$ cat src/rtl/ps2_pkg.sv
// Shared constants, entry layout and ASCII helper for the PS/2 event reporter.
// Kind codes here are also the FIFO entry tag.
package ps2_pkg;

    localparam logic [1:0] KIND_MAKE  = 2'd0;
    localparam logic [1:0] KIND_EXT   = 2'd1;
    localparam logic [1:0] KIND_BREAK = 2'd2;

    localparam logic [7:0] PFX_BREAK = 8'hF0;
    localparam logic [7:0] PFX_EXT   = 8'hE0;

    localparam logic [7:0] ASCII_SP = 8'h20;
    localparam logic [7:0] ASCII_CR = 8'h0D;
    localparam logic [7:0] ASCII_LF = 8'h0A;

    localparam int ENTRY_W = 18;

    typedef struct packed {
        logic [1:0]  kind;
        logic [15:0] code;
    } ps2_entry_t;

    function automatic logic [7:0] nib2ascii(input logic [3:0] n);
        return (n < 4'd10) ? (8'h30 + {4'h0, n}) : (8'h37 + {4'h0, n});
    endfunction

endpackage

$ cat src/rtl/ps2_event_fifo.sv
// Show-ahead synchronous FIFO; a push into a full FIFO is taken only
// when a pop happens in the same cycle.
module ps2_event_fifo #(
    parameter int DEPTH = 4,
    parameter int WIDTH = 18
) (
    input  logic             clk,
    input  logic             rst_n,
    input  logic             push_i,
    input  logic [WIDTH-1:0] wdata_i,
    input  logic             pop_i,
    output logic [WIDTH-1:0] rdata_o,
    output logic             full_o,
    output logic             empty_o
);

    localparam int AW = (DEPTH > 1) ? $clog2(DEPTH) : 1;
    localparam logic [AW:0] FULL_CNT = (AW + 1)'(DEPTH);

    logic [WIDTH-1:0] mem_q [DEPTH];
    logic [AW-1:0]    wptr_q;
    logic [AW-1:0]    rptr_q;
    logic [AW:0]      cnt_q;
    logic             wr_en;
    logic             rd_en;

    assign full_o  = (cnt_q == FULL_CNT);
    assign empty_o = (cnt_q == '0);
    assign wr_en   = push_i && (!full_o || pop_i);
    assign rd_en   = pop_i && !empty_o;
    assign rdata_o = mem_q[rptr_q];

    always_ff @(posedge clk) begin
        if (wr_en) begin
            mem_q[wptr_q] <= wdata_i;
        end
    end

    always_ff @(posedge clk or negedge rst_n) begin
        if (!rst_n) begin
            wptr_q <= '0;
            rptr_q <= '0;
            cnt_q  <= '0;
        end else begin
            if (wr_en) wptr_q <= wptr_q + 1'b1;
            if (rd_en) rptr_q <= rptr_q + 1'b1;
            cnt_q <= cnt_q + (AW + 1)'(wr_en) - (AW + 1)'(rd_en);
        end
    end

endmodule

$ cat src/rtl/ps2_event_reporter.sv
// Filters PS/2 keycode snapshots, queues make/break events and emits
// each one as an uppercase ASCII hex string with an optional terminator.
module ps2_event_reporter
    import ps2_pkg::*;
#(
    parameter int DEPTH           = 4,
    parameter int SUPPRESS_REPEAT = 1,
    parameter int REPORT_BREAK    = 1,
    parameter int TERM_MODE       = 2
) (
    input  logic        clk,
    input  logic        rst,
    input  logic [15:0] keycode,
    input  logic        keycode_valid,
    output logic [7:0]  out_byte,
    output logic        out_valid,
    input  logic        out_ready,
    output logic        overflow,
    output logic [7:0]  drop_cnt,
    output logic        busy
);

    localparam logic [2:0] S_IDLE  = 3'd0;
    localparam logic [2:0] S_LOAD  = 3'd1;
    localparam logic [2:0] S_HEX   = 3'd2;
    localparam logic [2:0] S_TERM1 = 3'd3;
    localparam logic [2:0] S_TERM2 = 3'd4;

    logic [2:0]  state_q, state_d;
    ps2_entry_t  entry_q, entry_d;
    logic [15:0] sh_q, sh_d;
    logic [2:0]  cnt_q, cnt_d;
    logic [15:0] last_code_q;
    logic        last_brk_q;
    logic        ovf_q, ovf_d;
    logic [7:0]  drop_cnt_q;

    logic        partial, is_break, is_ext;
    logic        drop_make, drop_brk, accept;
    logic [1:0]  kind;
    logic        fifo_full, fifo_empty, pop, xfer;
    ps2_entry_t  wentry, rentry;

    always_comb begin
        partial   = (keycode[7:0] == PFX_BREAK);
        is_break  = (keycode[15:8] == PFX_BREAK);
        is_ext    = (keycode[15:8] == PFX_EXT);
        kind      = is_break ? KIND_BREAK : (is_ext ? KIND_EXT : KIND_MAKE);
        drop_make = (SUPPRESS_REPEAT != 0) && !last_brk_q &&
                    (is_ext ? (keycode == last_code_q)
                            : (keycode[7:0] == last_code_q[7:0]));
        drop_brk  = (REPORT_BREAK == 0) || (keycode == last_code_q);
        accept    = keycode_valid && !partial &&
                    !(is_break ? drop_brk : drop_make);
        wentry    = '{kind: kind, code: keycode};
    end

    assign pop   = (state_q == S_IDLE) && !fifo_empty;
    assign ovf_d = accept && fifo_full && !pop;

    ps2_event_fifo #(
        .DEPTH (DEPTH),
        .WIDTH (ENTRY_W)
    ) u_fifo (
        .clk     (clk),
        .rst_n   (rst),
        .push_i  (accept),
        .wdata_i (wentry),
        .pop_i   (pop),
        .rdata_o (rentry),
        .full_o  (fifo_full),
        .empty_o (fifo_empty)
    );

    assign out_valid = (state_q == S_HEX) || (state_q == S_TERM1) ||
                       (state_q == S_TERM2);
    assign xfer      = out_valid && out_ready;
    assign busy      = !fifo_empty || (state_q != S_IDLE);
    assign overflow  = ovf_q;
    assign drop_cnt  = drop_cnt_q;

    always_comb begin
        out_byte = 8'h00;
        unique case (state_q)
            S_HEX:   out_byte = nib2ascii(sh_q[15:12]);
            S_TERM1: out_byte = (TERM_MODE == 1) ? ASCII_SP : ASCII_CR;
            S_TERM2: out_byte = ASCII_LF;
            default: out_byte = 8'h00;
        endcase
    end

    // The shifter is left-aligned so the next nibble is always sh_q[15:12].
    always_comb begin
        state_d = state_q;
        entry_d = entry_q;
        sh_d    = sh_q;
        cnt_d   = cnt_q;
        unique case (state_q)
            S_IDLE: begin
                if (pop) begin
                    entry_d = rentry;
                    state_d = S_LOAD;
                end
            end
            S_LOAD: begin
                if (entry_q.kind == KIND_MAKE) begin
                    sh_d  = {entry_q.code[7:0], 8'h00};
                    cnt_d = 3'd2;
                end else begin
                    sh_d  = entry_q.code;
                    cnt_d = 3'd4;
                end
                state_d = S_HEX;
            end
            S_HEX: begin
                if (xfer) begin
                    sh_d  = {sh_q[11:0], 4'h0};
                    cnt_d = cnt_q - 3'd1;
                    if (cnt_q == 3'd1) begin
                        state_d = (TERM_MODE != 0) ? S_TERM1 : S_IDLE;
                    end
                end
            end
            S_TERM1: begin
                if (xfer) state_d = (TERM_MODE == 2) ? S_TERM2 : S_IDLE;
            end
            S_TERM2: begin
                if (xfer) state_d = S_IDLE;
            end
            default: state_d = S_IDLE;
        endcase
    end

    always_ff @(posedge clk or negedge rst) begin
        if (!rst) begin
            state_q     <= S_IDLE;
            entry_q     <= '0;
            sh_q        <= '0;
            cnt_q       <= '0;
            last_code_q <= '0;
            last_brk_q  <= 1'b1;
            ovf_q       <= 1'b0;
            drop_cnt_q  <= '0;
        end else begin
            state_q <= state_d;
            entry_q <= entry_d;
            sh_q    <= sh_d;
            cnt_q   <= cnt_d;
            ovf_q   <= ovf_d;
            if (accept) begin
                last_code_q <= keycode;
                last_brk_q  <= is_break;
            end
            if (ovf_d && (drop_cnt_q != 8'hFF)) begin
                drop_cnt_q <= drop_cnt_q + 8'd1;
            end
        end
    end

endmodule

$ cat config.mk
export PLATFORM = sky130hd
export DESIGN_NAME = ps2_event_reporter
export DESIGN_NICKNAME = d
export VERILOG_FILES = /design/src/rtl/ps2_pkg.sv /design/src/rtl/ps2_event_fifo.sv /design/src/rtl/ps2_event_reporter.sv
export SDC_FILE = /design/constraint.sdc
export NUM_CORES = 1
export LEC_CHECK = 0
export ABC_AREA = 1
export BUFFER_PORTS_ARGS = -buffer_cell sky130_fd_sc_hd__buf_2
export CORE_MARGIN = 5
export CORE_UTILIZATION = 45
export DETAILED_ROUTE_END_ITERATION = 8
export MAX_ROUTING_LAYER = met4
export SYNTH_ARGS = -nofsm -noshare
export SYNTH_HDL_FRONTEND = slang
export SYNTH_SLANG_ARGS = --single-unit
$ cat constraint.sdc
create_clock -name clk -period 2.5 [get_ports clk]
set_input_delay 0.25 -clock clk [delete_from_list [all_inputs] [get_ports clk]]
set_output_delay 0.25 -clock clk [all_outputs]
set_load 0.005 [all_outputs]
==> summary.md <==
| Metric | Value |
|---|---|
| Number of warnings printed during yosys synthesis | 0 |
| Max Slew Vio Count | 0 |
| Remaining global-route overflow | 0 |
| Setup violations, final | 0 |
| Cells on Worst Hold Path | 2 |
| Maximum number of pins on one net before global-route repair | 74 |
| Req. time, crit path | 2.83 ns |
| Internal power component | 0.005819 W |
| Total via count after detailed routing | 4587 |
| Total standard cell area after synthesis | 6510 um^2 |
| DR WL met3 | 713 um |
| Number of maximum-capacitance violations | 0 |
| Kind of end point of the critical path | flip-flop |
| Arr. time, crit path | 2.67 ns |
| HPWL after detailed placement | 9.295 mm |
| Global-route usage over all layers | 18.41% |
| Number of clock buffers inserted by TritonCTS | 17 |
| Post-route non-filler standard cell count | 898 |
| Growth of design area from synthesis to finish | 16.24% |
| Number of routed nets with antenna violations | 0 |
| Flop2flop setup slack | 0.17 ns |
| Drt wl/cell | 15.32 um |
| Initial Utilization | 45.31% |
| Part of the total power dissipated in sequential elements | 38.3% |
| Height of the chip | 130.3 um |
| Top layer in use | met4 |
| Setup repair after global routing missed its margin | false |
| DR DRC count | 0 |
| Result of the run | completed |
| Die area | 16970 um^2 |
| Worst supply voltage drop on vdd | 0.5544 mV |
| Root buffer selected by CTS | sky130_fd_sc_hd__clkbuf_16 |
| Sum of routed wire length over all layers | 13.75 mm |
| Synthesized instance count | 654 |
| Sequential area share after synthesis | 61.29% |
| CTS max path bufs | 2 |
| Area contributors post-synth | sky130_fd_sc_hd__edfxtp_1 33%, sky130_fd_sc_hd__dfrtp_1 28%, sky130_fd_sc_hd__nand2_1 7.8% |
| Cell Count Post-Placement | 865 |
| Switching share of total power | 37.39% |
| Router iterations before antenna repair | 6 |
| Part of the total power dissipated in the clock network | 26.6% |
| Clk sinks | 145 |
| Combinational group share of total power | 35.1% |
| Layout cell share with drive strength beyond 1 | 15.27% |
| Max FO, Critical Path | 4 |
| Total I/O pin count | 39 |
| TNS Setup | 0 ns |
| Weighted congestion at the end of routability-driven global placement | 0.8209 |
| Vias in the first global route | 4591 |
| Post-synth top area share | 33.21% |
| H-tree Lvls | 4 |
| Length of routed wiring on met1 | 6.257 mm |
| Routed vias/inst | 5.108 |
| Antenna violations before repair | 0 |
| Synth Area per Inst | 9.954 um^2 |
| Floorplan die width | 130.3 um |
| Biggest area consumer among synthesized cells | sky130_fd_sc_hd__edfxtp_1 |
| Final Hold Fails | 0 |
| Clock Skew | 0.008296 ns |
| Hold Startpoint | out_ready |
| Post-CTS clock slew at the launch and capture registers of the worst setup and hold paths | 0.06 ns |
| Floorplan row count | 44 |
| Ant. Diodes | 0 |
| Number of nets in the final layout | 732 |
| Worst r2r dst | u_fifo.cnt_q[2]$_DFF_PN0_ |
| Postcts setup bufs | 0 |
| DRC violation total after the first TritonRoute iteration | 319 |
| Highest Clock Rate | 429.1 MHz |
| Wire length of the first global-routing pass | 23.32 mm |
| Worst R2R Path Depth | 14 |
| Kind of critical path | flip-flop to flip-flop |
| WHS Endpoint | state_q[2]$_DFFE_PN0P_ |
| Count of fill cells added during filler insertion | 1244 |
| Met2 WL post-DR | 6.641 mm |
| Power density over cell area | 1228 nW/um^2 |
| Worst min path class | input pin to flip-flop |
| Number of distinct library cells after synthesis | 39 |
| Final critical path time including I/O delays and setup | 2.330 ns |
| Clock latency on the worst-skew pair | 0.42 ns |
| Total of flip-flops plus latches after synthesis | 145 |
| Total of buffers placed on input and output ports | 37 |
| Total net switching power | 0.003475 W |
| Kind of launch point of the worst setup path | flip-flop |
| Clock tree from TritonCTS | yes |
| Syn Nets | 685 |
| Period Utilization, post-route | 93.21% |
| Leakage power | 3.260 nW |
| Standard cell core area | 14370 um^2 |
| Crit Reg-Reg Startpoint | last_code_q[4]$_DFFE_PN0P_ |
-- how the worst max path moves through the flow --
| stage | slack, ns | start | to |
|---|---|---|---|
| 2_1_floorplan | 0.23 | last_brk_q$_DFFE_PN1P_ | u_fifo.mem_q[0][0]$_DFFE_PP_ |
| 3_3_place_gp | 0.16 | keycode[9] | u_fifo.cnt_q[2]$_DFF_PN0_ |
| 3_5_place_dp | 0.14 | keycode[9] | u_fifo.cnt_q[2]$_DFF_PN0_ |
| 4_1_cts | 0.21 | last_code_q[4]$_DFFE_PN0P_ | u_fifo.cnt_q[2]$_DFF_PN0_ |
| 5_1_grt | 0.02 | last_code_q[4]$_DFFE_PN0P_ | u_fifo.cnt_q[2]$_DFF_PN0_ |
| 6_report | 0.17 | last_code_q[4]$_DFFE_PN0P_ | u_fifo.cnt_q[2]$_DFF_PN0_ |
-- cell usage in the layout (no fill, tap or decap), types with 4 or more instances in the layout --
cell type / n
sky130_fd_sc_hd__clkbuf_16: 17
sky130_fd_sc_hd__buf_4: 7
sky130_fd_sc_hd__nand3_1: 11
sky130_fd_sc_hd__edfxtp_1: 72
sky130_fd_sc_hd__o21ai_1: 5
sky130_fd_sc_hd__o211ai_1: 4
sky130_fd_sc_hd__xor2_1: 5
sky130_fd_sc_hd__nand2_1: 136
sky130_fd_sc_hd__a31oi_1: 6
sky130_fd_sc_hd__o21ai_0: 68
sky130_fd_sc_hd__nand2_2: 6
sky130_fd_sc_hd__a21oi_1: 19
sky130_fd_sc_hd__buf_2: 37
sky130_fd_sc_hd__dfrtp_1: 72
sky130_fd_sc_hd__nor2_1: 80
sky130_fd_sc_hd__inv_6: 4
sky130_fd_sc_hd__nand4_1: 13
sky130_fd_sc_hd__o22ai_1: 17
sky130_fd_sc_hd__buf_12: 6
sky130_fd_sc_hd__ha_1: 10
sky130_fd_sc_hd__inv_1: 63
sky130_fd_sc_hd__xnor2_1: 15
sky130_fd_sc_hd__inv_2: 9
-- critical path, cell delays in order (launching register included) --
cell                      delay, ns
sky130_fd_sc_hd__dfrtp_1       0.39
sky130_fd_sc_hd__inv_1         0.08
sky130_fd_sc_hd__nand2_1       0.07
sky130_fd_sc_hd__nand2_1       0.06
sky130_fd_sc_hd__nand2_1       0.05
sky130_fd_sc_hd__nor2_1        0.16
sky130_fd_sc_hd__nand2_1       0.11
sky130_fd_sc_hd__nor2_4        0.15
sky130_fd_sc_hd__nand2_4       0.08
sky130_fd_sc_hd__nand2_2       0.12
sky130_fd_sc_hd__nor2_8        0.05
sky130_fd_sc_hd__ha_1          0.22
sky130_fd_sc_hd__fa_1          0.37
sky130_fd_sc_hd__xnor2_1       0.17
sky130_fd_sc_hd__xor2_1        0.17
-- state kept, by name, indices dropped and copies added (netlist names) --
| register | flops |
|---|---|
| cnt_q | 3 |
| drop_cnt | 8 |
| entry_q | 18 |
| last_brk_q | 1 |
| last_code_q | 16 |
| overflow | 1 |
| sh_q | 16 |
| state_q | 3 |
| u_fifo.cnt_q | 3 |
| u_fifo.mem_q | 72 |
| u_fifo.rptr_q | 2 |
| u_fifo.wptr_q | 2 |
-- metal layers --
| metal | vias up | GRT usage [%] |
|---|---|---|
| li1 | 2266 | - |
| met1 | 2214 | 24.08 |
| met2 | 96 | 28.85 |
| met3 | 11 | 4.544 |
| met4 | 0 | 5.012 |
| met5 | - | - |
-- final cells by class --
class,instances,area [um^2],share of cell area [%]
Sequential cell,145,3990,52.73
Multi-Input combinational cell,413,2122,28.04
Clock buffer,18,429.2,5.671
Timing Repair Buffer,51,367.9,4.861
Inverter,73,274.0,3.621
Tap cell,184,230.2,3.042
Clock inverter,14,153.9,2.034
-- cell usage after synthesis, drive strengths merged --
| cell type | instances |
|---|---|
| nand2 | 143 |
| xor2 | 5 |
| xnor2 | 15 |
| dfstp | 1 |
| a32oi | 1 |
| nor3 | 3 |
| buf | 14 |
| o211ai | 4 |
| o21ai | 74 |
| clkbuf | 9 |
| o311ai | 1 |
| nand4 | 14 |
| dfrtp | 72 |
| fa | 1 |
| o22ai | 17 |
| nand3 | 12 |
| a31oi | 6 |
| conb | 1 |
| nor2 | 85 |
| clkinv | 1 |
| inv | 72 |
| edfxtp | 72 |
| o221ai | 1 |
| ha | 10 |
| a21oi | 20 |
-- power groups by stage --
stage / combinational (W) / clock [W] / sequential [W]
after floorplan: 0.00233 / 0 / 0.00349
after global placement: 0.00321 / 0 / 0.00358
after detailed placement: 0.00328 / 0 / 0.00361
after CTS: 0.00330 / 0.00253 / 0.00357
after global routing: 0.00373 / 0.00265 / 0.00364
final: 0.00326 / 0.00247 / 0.00356
-- timing repair --
item,CTS,global route
hold endpoints to repair,72,0
hold buffers,1,0
gates resized for setup,0,0
-- stage by stage --
step / hold WS (ns) / area [um^2] / total power [W] / worst slack, ns / util (%)
floorplan: -0.04559 / 6510 / 0.005824 / 0.2275 / -
global placement: 0.3113 / 6974 / 0.006787 / 0.1552 / 48.54
detailed placement: 0.3196 / 6974 / 0.006888 / 0.1394 / 48.54
CTS: 0.04914 / 7567 / 0.009391 / 0.2119 / 52.66
global route: 0.07512 / 7567 / 0.01002 / 0.01640 / 52.66
finish: 0.07486 / 7567 / 0.009293 / 0.1697 / 52.66
-- cell families after synthesis --
group / after synthesis / share of synthesized area, %
AOI/OAI and AO/OA: 124 / 10.53
xor gates and xnor gates: 20 / 2.691
adders and majority gates: 11 / 2.229
buffers and inverters: 96 / 6.112
DFF: 145 / 61.29
other: 1 / 0.05760
and+or+nand+nor: 257 / 17.09
(Power assumes the default switching activity.)
